## src/rtl/meep_uart_axil_fifo.sv

```systemverilog
// AXI4-Lite register front end for a byte UART: TX/RX FIFOs, status, control and a level interrupt.
// The serializer and deserializer attach through the tx_*/rx_* byte streams.
//
// state  | meaning
// W_IDLE | write channel ready; AW and W accepted together
// W_RESP | write response held on B until bready
// R_IDLE | read channel ready; AR accepted
// R_RESP | read data held on R until rready

module meep_uart_fifo #(
    parameter int DEPTH = 16,
    parameter int AW    = $clog2(DEPTH)
) (
    input  logic       i_clk,
    input  logic       i_rst,
    input  logic       i_push,
    input  logic       i_pop,
    input  logic       i_flush,
    input  logic [7:0] i_data,
    output logic [7:0] o_data,
    output logic       o_empty,
    output logic       o_full,
    output logic       o_push_acc,
    output logic       o_pop_acc,
    output logic       o_last
);
    logic [AW:0] r_wptr;
    logic [AW:0] r_rptr;
    logic [7:0]  r_mem [DEPTH];
    logic [AW:0] w_count;

    assign w_count    = r_wptr - r_rptr;
    assign o_empty    = (r_wptr == r_rptr);
    assign o_full     = (r_wptr[AW] != r_rptr[AW]) && (r_wptr[AW-1:0] == r_rptr[AW-1:0]);
    assign o_last     = (w_count == {{AW{1'b0}}, 1'b1});
    assign o_data     = r_mem[r_rptr[AW-1:0]];
    // A flush overrides any same-cycle push or pop; a pop frees room for a push when full.
    assign o_pop_acc  = i_pop && !o_empty && !i_flush;
    assign o_push_acc = i_push && (!o_full || o_pop_acc) && !i_flush;

    always_ff @(posedge i_clk) begin
        if (i_rst || i_flush) begin
            r_wptr <= '0;
            r_rptr <= '0;
        end else begin
            if (o_push_acc) r_wptr <= r_wptr + 1'b1;
            if (o_pop_acc)  r_rptr <= r_rptr + 1'b1;
        end
    end

    always_ff @(posedge i_clk) begin
        if (o_push_acc) r_mem[r_wptr[AW-1:0]] <= i_data;
    end
endmodule

module meep_uart_axil_fifo #(
    parameter int FIFO_DEPTH = 16
) (
    input  logic        chipset_clk,
    input  logic        chipset_rst,
    input  logic [12:0] uart_axi_awaddr,
    input  logic        uart_axi_awvalid,
    output logic        uart_axi_awready,
    input  logic [31:0] uart_axi_wdata,
    input  logic [3:0]  uart_axi_wstrb,
    input  logic        uart_axi_wvalid,
    output logic        uart_axi_wready,
    output logic [1:0]  uart_axi_bresp,
    output logic        uart_axi_bvalid,
    input  logic        uart_axi_bready,
    input  logic [12:0] uart_axi_araddr,
    input  logic        uart_axi_arvalid,
    output logic        uart_axi_arready,
    output logic [31:0] uart_axi_rdata,
    output logic [1:0]  uart_axi_rresp,
    output logic        uart_axi_rvalid,
    input  logic        uart_axi_rready,
    output logic [7:0]  tx_data,
    output logic        tx_valid,
    input  logic        tx_ready,
    input  logic [7:0]  rx_data,
    input  logic        rx_valid,
    output logic        uart_irq
);
    localparam logic [1:0] RESP_OKAY   = 2'b00;
    localparam logic [1:0] RESP_SLVERR = 2'b10;
    localparam logic [1:0] SEL_RXFIFO  = 2'd0;
    localparam logic [1:0] SEL_TXFIFO  = 2'd1;
    localparam logic [1:0] SEL_STAT    = 2'd2;
    localparam logic [1:0] SEL_CTRL    = 2'd3;

    typedef enum logic { W_IDLE, W_RESP } wstate_t;
    typedef enum logic { R_IDLE, R_RESP } rstate_t;

    wstate_t     r_wstate;
    rstate_t     r_rstate;
    logic        r_bvalid;
    logic [1:0]  r_bresp;
    logic        r_rvalid;
    logic [31:0] r_rdata;
    logic [1:0]  r_rresp;
    logic        r_ie;
    logic        r_overrun;
    logic        r_tx_done;
    logic        r_irq;

    logic        w_aw_bad, w_ar_bad;
    logic        w_wr_hs, w_rd_hs, w_wr_en, w_rd_en;
    logic        w_tx_push, w_ctrl_wr, w_tx_flush, w_rx_flush;
    logic        w_rx_pop, w_stat_rd, w_tx_pop;
    logic [7:0]  w_tx_head, w_rx_head;
    logic        w_tx_empty, w_tx_full, w_tx_push_acc, w_tx_pop_acc, w_tx_last;
    logic        w_rx_empty, w_rx_full, w_rx_push_acc, w_rx_pop_acc, w_rx_last;
    logic [31:0] w_stat;
    logic [31:0] w_rdata_nxt;
    logic [1:0]  w_rresp_nxt;
    logic        w_overrun_set, w_tx_done_set;
    logic        w_unused;

    assign w_aw_bad = (uart_axi_awaddr[12:4] != '0) || (uart_axi_awaddr[1:0] != 2'b00);
    assign w_ar_bad = (uart_axi_araddr[12:4] != '0) || (uart_axi_araddr[1:0] != 2'b00);

    assign w_wr_hs = (r_wstate == W_IDLE) && uart_axi_awvalid && uart_axi_wvalid && !chipset_rst;
    assign w_rd_hs = (r_rstate == R_IDLE) && uart_axi_arvalid && !chipset_rst;

    assign uart_axi_awready = w_wr_hs;
    assign uart_axi_wready  = w_wr_hs;
    assign uart_axi_arready = (r_rstate == R_IDLE) && !chipset_rst;

    assign w_wr_en    = w_wr_hs && !w_aw_bad && uart_axi_wstrb[0];
    assign w_rd_en    = w_rd_hs && !w_ar_bad;
    assign w_tx_push  = w_wr_en && (uart_axi_awaddr[3:2] == SEL_TXFIFO);
    assign w_ctrl_wr  = w_wr_en && (uart_axi_awaddr[3:2] == SEL_CTRL);
    assign w_tx_flush = w_ctrl_wr && uart_axi_wdata[0];
    assign w_rx_flush = w_ctrl_wr && uart_axi_wdata[1];
    assign w_rx_pop   = w_rd_en && (uart_axi_araddr[3:2] == SEL_RXFIFO);
    assign w_stat_rd  = w_rd_en && (uart_axi_araddr[3:2] == SEL_STAT);
    assign w_tx_pop   = tx_valid && tx_ready;

    meep_uart_fifo #(.DEPTH(FIFO_DEPTH)) u_tx_fifo (
        .i_clk      (chipset_clk),
        .i_rst      (chipset_rst),
        .i_push     (w_tx_push),
        .i_pop      (w_tx_pop),
        .i_flush    (w_tx_flush),
        .i_data     (uart_axi_wdata[7:0]),
        .o_data     (w_tx_head),
        .o_empty    (w_tx_empty),
        .o_full     (w_tx_full),
        .o_push_acc (w_tx_push_acc),
        .o_pop_acc  (w_tx_pop_acc),
        .o_last     (w_tx_last)
    );

    meep_uart_fifo #(.DEPTH(FIFO_DEPTH)) u_rx_fifo (
        .i_clk      (chipset_clk),
        .i_rst      (chipset_rst),
        .i_push     (rx_valid),
        .i_pop      (w_rx_pop),
        .i_flush    (w_rx_flush),
        .i_data     (rx_data),
        .o_data     (w_rx_head),
        .o_empty    (w_rx_empty),
        .o_full     (w_rx_full),
        .o_push_acc (w_rx_push_acc),
        .o_pop_acc  (w_rx_pop_acc),
        .o_last     (w_rx_last)
    );

    assign tx_valid = !w_tx_empty;
    assign tx_data  = w_tx_head;

    assign w_stat = {26'h0, r_overrun, r_ie, w_tx_full, w_tx_empty, w_rx_full, !w_rx_empty};

    // A byte lost to a flush is not an overrun; only a full FIFO with no pop drops it.
    assign w_overrun_set = rx_valid && !w_rx_push_acc && !w_rx_flush;
    assign w_tx_done_set = w_tx_pop_acc && w_tx_last && !w_tx_push_acc;

    always_comb begin
        w_rdata_nxt = 32'h0;
        w_rresp_nxt = RESP_OKAY;
        if (w_ar_bad) begin
            w_rresp_nxt = RESP_SLVERR;
        end else begin
            case (uart_axi_araddr[3:2])
                SEL_RXFIFO: w_rdata_nxt = w_rx_empty ? 32'h0 : {24'h0, w_rx_head};
                SEL_STAT:   w_rdata_nxt = w_stat;
                default:    w_rdata_nxt = 32'h0;
            endcase
        end
    end

    always_ff @(posedge chipset_clk) begin
        if (chipset_rst) begin
            r_wstate <= W_IDLE;
            r_bvalid <= 1'b0;
            r_bresp  <= RESP_OKAY;
        end else begin
            case (r_wstate)
                W_IDLE: if (w_wr_hs) begin
                    r_wstate <= W_RESP;
                    r_bvalid <= 1'b1;
                    r_bresp  <= w_aw_bad ? RESP_SLVERR : RESP_OKAY;
                end
                W_RESP: if (uart_axi_bready) begin
                    r_wstate <= W_IDLE;
                    r_bvalid <= 1'b0;
                end
                default: r_wstate <= W_IDLE;
            endcase
        end
    end

    always_ff @(posedge chipset_clk) begin
        if (chipset_rst) begin
            r_rstate <= R_IDLE;
            r_rvalid <= 1'b0;
            r_rdata  <= 32'h0;
            r_rresp  <= RESP_OKAY;
        end else begin
            case (r_rstate)
                R_IDLE: if (w_rd_hs) begin
                    r_rstate <= R_RESP;
                    r_rvalid <= 1'b1;
                    r_rdata  <= w_rdata_nxt;
                    r_rresp  <= w_rresp_nxt;
                end
                R_RESP: if (uart_axi_rready) begin
                    r_rstate <= R_IDLE;
                    r_rvalid <= 1'b0;
                end
                default: r_rstate <= R_IDLE;
            endcase
        end
    end

    // A new event in the same cycle as a STAT read wins over the clear.
    always_ff @(posedge chipset_clk) begin
        if (chipset_rst) begin
            r_ie      <= 1'b0;
            r_overrun <= 1'b0;
            r_tx_done <= 1'b0;
            r_irq     <= 1'b0;
        end else begin
            if (w_ctrl_wr) r_ie <= uart_axi_wdata[4];
            if (w_overrun_set)      r_overrun <= 1'b1;
            else if (w_stat_rd)     r_overrun <= 1'b0;
            if (w_tx_done_set)      r_tx_done <= 1'b1;
            else if (w_stat_rd)     r_tx_done <= 1'b0;
            r_irq <= r_ie && (!w_rx_empty || r_tx_done || r_overrun);
        end
    end

    assign uart_axi_bvalid = r_bvalid;
    assign uart_axi_bresp  = r_bresp;
    assign uart_axi_rvalid = r_rvalid;
    assign uart_axi_rdata  = r_rdata;
    assign uart_axi_rresp  = r_rresp;
    assign uart_irq        = r_irq;

    assign w_unused = ^{uart_axi_wdata[31:5], uart_axi_wdata[3:2], uart_axi_wstrb[3:1],
                        w_rx_pop_acc, w_rx_last};
endmodule
```

## config.mk

```make
export PLATFORM = sky130hd
export DESIGN_NAME = meep_uart_axil_fifo
export DESIGN_NICKNAME = d
export VERILOG_FILES = /design/src/rtl/meep_uart_axil_fifo.sv
export SDC_FILE = /design/constraint.sdc
export NUM_CORES = 1
export LEC_CHECK = 0
export CORE_ASPECT_RATIO = 2
export CORE_MARGIN = 2
export CORE_UTILIZATION = 60
export DETAILED_ROUTE_END_ITERATION = 10
export PLACE_DENSITY_LB_ADDON = 0.05
export SYNTH_ARGS = -nofsm -noshare
export SYNTH_HDL_FRONTEND = slang
export SYNTH_HIERARCHICAL = 1
export SYNTH_SLANG_ARGS = --single-unit
```

## constraint.sdc

```tcl
create_clock -name chipset_clk -period 9 [get_ports chipset_clk]
set_input_delay 1.8 -clock chipset_clk [delete_from_list [all_inputs] [get_ports chipset_clk]]
set_output_delay 1.8 -clock chipset_clk [all_outputs]
set_load 0.03 [all_outputs]
```

# ---- After elaboration in Yosys (flattened, before gate mapping)
# Memories as Yosys holds them, arrays and structs flattened. A register that Yosys moved wholly into a read port is not among the register bits.
# Index checks and enable logic that the tools add are counted.
dict set report word_totals {
  regBits 64
  ramBits 256
  in_bits 79
  word_cells 127
  n_memories 2
}
dict set report classes {
  add_sub_neg 5
  eq_ne 14
  n_mux 28
  bitwise 2
  n_reduce_logical 61
}
# memory depth width rd rd_clocked_by_memory_dff write_ports line_no
set mem_list {}
lappend mem_list {u_rx_fifo.r_mem 16 8 1 1 1 29} ;# logic [7:0] r_mem [DEPTH];
lappend mem_list {u_tx_fifo.r_mem 16 8 1 1 1 29}
# operator count
set ops {}
lappend ops {{$logic_and A1 B1 Y1} 31}
lappend ops {{$add A5 B1 Y5 const B} 4}
lappend ops {{$reduce_bool A9 Y1} 2}
lappend ops {{$mux W4} 4}
lappend ops {{$mux W8} 2}
lappend ops {{$pmux W8 S2} 1}
lappend ops {{$mux W1} 15}
lappend ops {{$logic_not A1 Y1} 11}
lappend ops {{$eq A5 B5 Y1} 2}
lappend ops {{$eq A4 B4 Y1} 2}
lappend ops {{$logic_or A1 B1 Y1} 8}
lappend ops {{$ne A2 B2 Y1 const B} 4}
lappend ops {{$pmux W1 S2} 4}
lappend ops {{$reduce_and A2 Y1} 4}
lappend ops {{$reduce_bool A2 Y1} 4}
lappend ops {{$eq A5 B1 Y1 const B} 1}
lappend ops {{$sub A5 B5 Y5} 1}
lappend ops {{$eq A2 B2 Y1 const B} 2}
lappend ops {{$mux W2} 2}
lappend ops {{$eq A2 B1 Y1 const B} 1}
lappend ops {{$logic_not A2 Y1} 1}
lappend ops {{$ne A1 B1 Y1} 2}
lappend ops {{$not A1 Y1} 2}

# ---- Logic depth before layout (Yosys ltp)
dict set report depth {
  word_depth 17
  depth_mapped 10
  mapped_depth_nobuf 10
}

# ---- Modules after synthesis
# Netlist, hierarchy kept.
# module n_inst cells_each area_per_inst_um2 seq_area_each_um2
set modules_own_cells {}
lappend modules_own_cells {{meep_uart_fifo at u_rx_fifo} 1 307 5714.2 4124.0}
lappend modules_own_cells {{meep_uart_fifo at u_tx_fifo} 1 311 5695.5 4124.0}
lappend modules_own_cells {meep_uart_axil_fifo 1 126 1036.0 360.3}

# ---- Worst setup path before layout
# OpenSTA, ideal clock, no wires.
dict set report synth_path {
  path_type {input -> output}
  from {input uart_axi_awvalid}
  to {output uart_axi_wready}
  arrival_time_ns 2.743
  t_required_ns 7.200
  path_slack_ns 4.457
  path_stages 3
  cell_sequence {nor4bb_1 -> clkbuf_1 -> buf_4}
}
dict set report synth_between {
  elab_chain_len 3
}
# item line_no
set synth_rtl {}
lappend synth_rtl {{from (decl)} 62} ;# input logic uart_axi_awvalid,
lappend synth_rtl {{$logic_and A1 B1 Y1 (3 in series)} 123} ;# assign w_wr_hs = (r_wstate == W_IDLE) && uart_axi_awvalid && uart_axi_wvalid && !chipset_rst;
lappend synth_rtl {{to (decl)} 67} ;# output logic uart_axi_wready,
# Every way passes these cells.

# ---- Worst setup path after layout
dict set report layout_path {
  from {input chipset_rst}
  to {output uart_axi_awready}
}
dict set report layout_between {
  elab_chain_len 2
}
# item line_no
set layout_rtl {}
lappend layout_rtl {{from (decl)} 60} ;# input logic chipset_rst,
lappend layout_rtl {{$logic_not A1 Y1} 123}
lappend layout_rtl {{$logic_and A1 B1 Y1} 123}
lappend layout_rtl {{to (decl)} 63} ;# output logic uart_axi_awready,
# Every way passes these cells.

==> out/results.txt <==
Status: completed
Critical Path Fanout Max: 18
Synthesized instance count: 731
FILL cells: 1324
M3 GR Usage: 2.54%
Port-buffer cells: 76
Max rail drop VDD: 0.000187 V
Initial antenna violation count: 0
Mapped Avg Cell Area: 16.9 um2
Drt drc: 0
Vias per cell: 5.97
Wire per inst: 23.5 um
Hold Crit Class: flop to flop
PostCTS Resize Cnt: 0
Final Hold Fails: 0
Power Dens Cells: 188 mW/mm2
Final #Nets: 909
WP data required: 7.20 ns
Via count: 6539
RSZ-0062 raised after global routing: false
Worst Tran Pin Value: 1.30 ns
All-Layer GR Usage: 24.3%
Element type at the critical path start: input port
Ys Warns: 6
CTS sink cnt: 302
Global-route wire length before repair: 39600 um
ANT cells: 0
CTS Root Cell: clkbuf_16
Crit end category: primary output
Setup TNS: 0 ns
Iteration-0 DRC count of the detailed router: 242
Total leakage power: 0.00452 uW
Layer with the highest usage: met2
Worst-path clk slew: 0.07 ns
Hpwl dp: 18800 um
Post-route cell area: 0.0140 mm2
GP Congestion: 0.806
Grt ovf: 0
Row count: 74
Io pins: 130
Drt total wl: 25700 um
H-Tree Depth: 1
Max Freq: 158 MHz
Final setup vio count: 0
CTS tree: yes
Reg area: 0.00861 mm2
Relative slew slack: 12.7%
Synth-to-layout area growth: 13.6%
Worst Path Arrival: 4.52 ns
Pwr Total: 2640 uW
Largest net degree at the start of global routing: 33
Final Max Tran Viols: 0
Vias in the first global route: 7084
Max cap viols: 0
Clk_lat worst skew: 0.54 ns
Placed Area: 0.0133 mm2
Die width: 105 um
Hold_buf cts: 0
Clock buffer depth: 3
Core Area: 0.0203 mm2
Layout cells sized above 1: 15.4%
Final Cycle Share: 70.2%
WHS: 0.458 ns
# Post-CTS Setup Buffers: 0
Die Y: 207 um
Starting Density: 60.9%
Final Util: 69.2%
Met2 Usage GRT: 49.5%
Tmin final: 6.32 ns
Setup CP Type: input port to primary output
Clock skew: 0.0245 ns
Number of antenna-violating nets in the routed design: 0
Total CTS buffers: 25
Area of the multi-input gates: 0.00342 mm2
Die Footprint: 0.0218 mm2
Met1 Track Usage GR: 23.8%
DRT Pass-1 Iters: 7
Synth Cell Area: 0.0123 mm2
worst paths after layout:
kind | startpoint | to | slack [ns] | depth (start not counted)
worst max-delay path | chipset_rst | uart_axi_awready | 2.68 | 3
worst max register to register | r_wstate | u_tx_fifo/r_mem[3][0] | 5.07 | 6
worst min-delay path | uart_axi_rdata[6] | uart_axi_rdata[6] | 0.46 | 2
worst min register to register | uart_axi_rdata[6] | uart_axi_rdata[6] | 0.46 | 2
through the flow:
stage	setup WS, ns	instances
2_1_floorplan	4.46	756
3_3_place_gp	2.80	1050
3_5_place_dp	2.65	1050
4_1_cts	2.64	1096
5_1_grt	2.43	1096
6_report	2.68	1096
area by class of cell:
class	instances	share of cell area [%]
clock inverter	14	0.687
timing repair buffer	83	5.80
inverter	22	0.589
multi-input combinational	377	24.4
sequential	302	61.4
tap	266	2.37
clock buffer	32	4.72
registers in the layout, summed over array words and instances (netlist names), 5 cells and up, named ones only:
| register | flops |
|---|---|
| u_tx_fifo/r_rptr | 5 |
| u_tx_fifo/r_mem | 128 |
| u_rx_fifo/r_rptr | 5 |
| u_rx_fifo/r_wptr | 5 |
| uart_axi_rdata | 8 |
| u_tx_fifo/r_wptr | 5 |
| u_rx_fifo/r_mem | 128 |
where the power goes:
group	total, uW	leakage [uW]	internal [uW]	switching (uW)
Clock	1010	0.000363	530	478
Sequential	1530	0.00268	1530	4.95
Combinational	103	0.00148	37.0	65.8
placed cells by master, fill, tap and decap left out, drive strengths merged, types with 3 or more instances in the layout:
cell and count:
edfxtp 256, clkdlybuf4s50 76, mux4 64, nor2 58
dfxtp 46, a22oi 33, clkbuf 32, nand2 31
conb 26, inv 25, ha 18, nor3 14
o21ai 13, nand3 12, xor2 11, nor2b 9
a21oi 9, or3 8, buf 7, xnor2 7
clkinv 7, nand2b 6, o211ai 5, nor4 5
nand4 5, a21o 4, clkinvlp 4, and2 4
o31ai 4, a32oi 3, mux2i 3, o311ai 3
critical path, stage by stage:
cell and delay (ns):
clkdlybuf4s50_1 0.75, nor4bb_1 1.12, clkdlybuf4s50_1 0.85
metal layers:
metal / vias to the layer above / routed length (um)
li1: 2973 / -
met1: 3362 / 8040
met2: 149 / 15700
met3: 55 / 783
met4: 0 / 1150
met5: - / 0
Note: power is estimated with default switching activity, not from simulation.
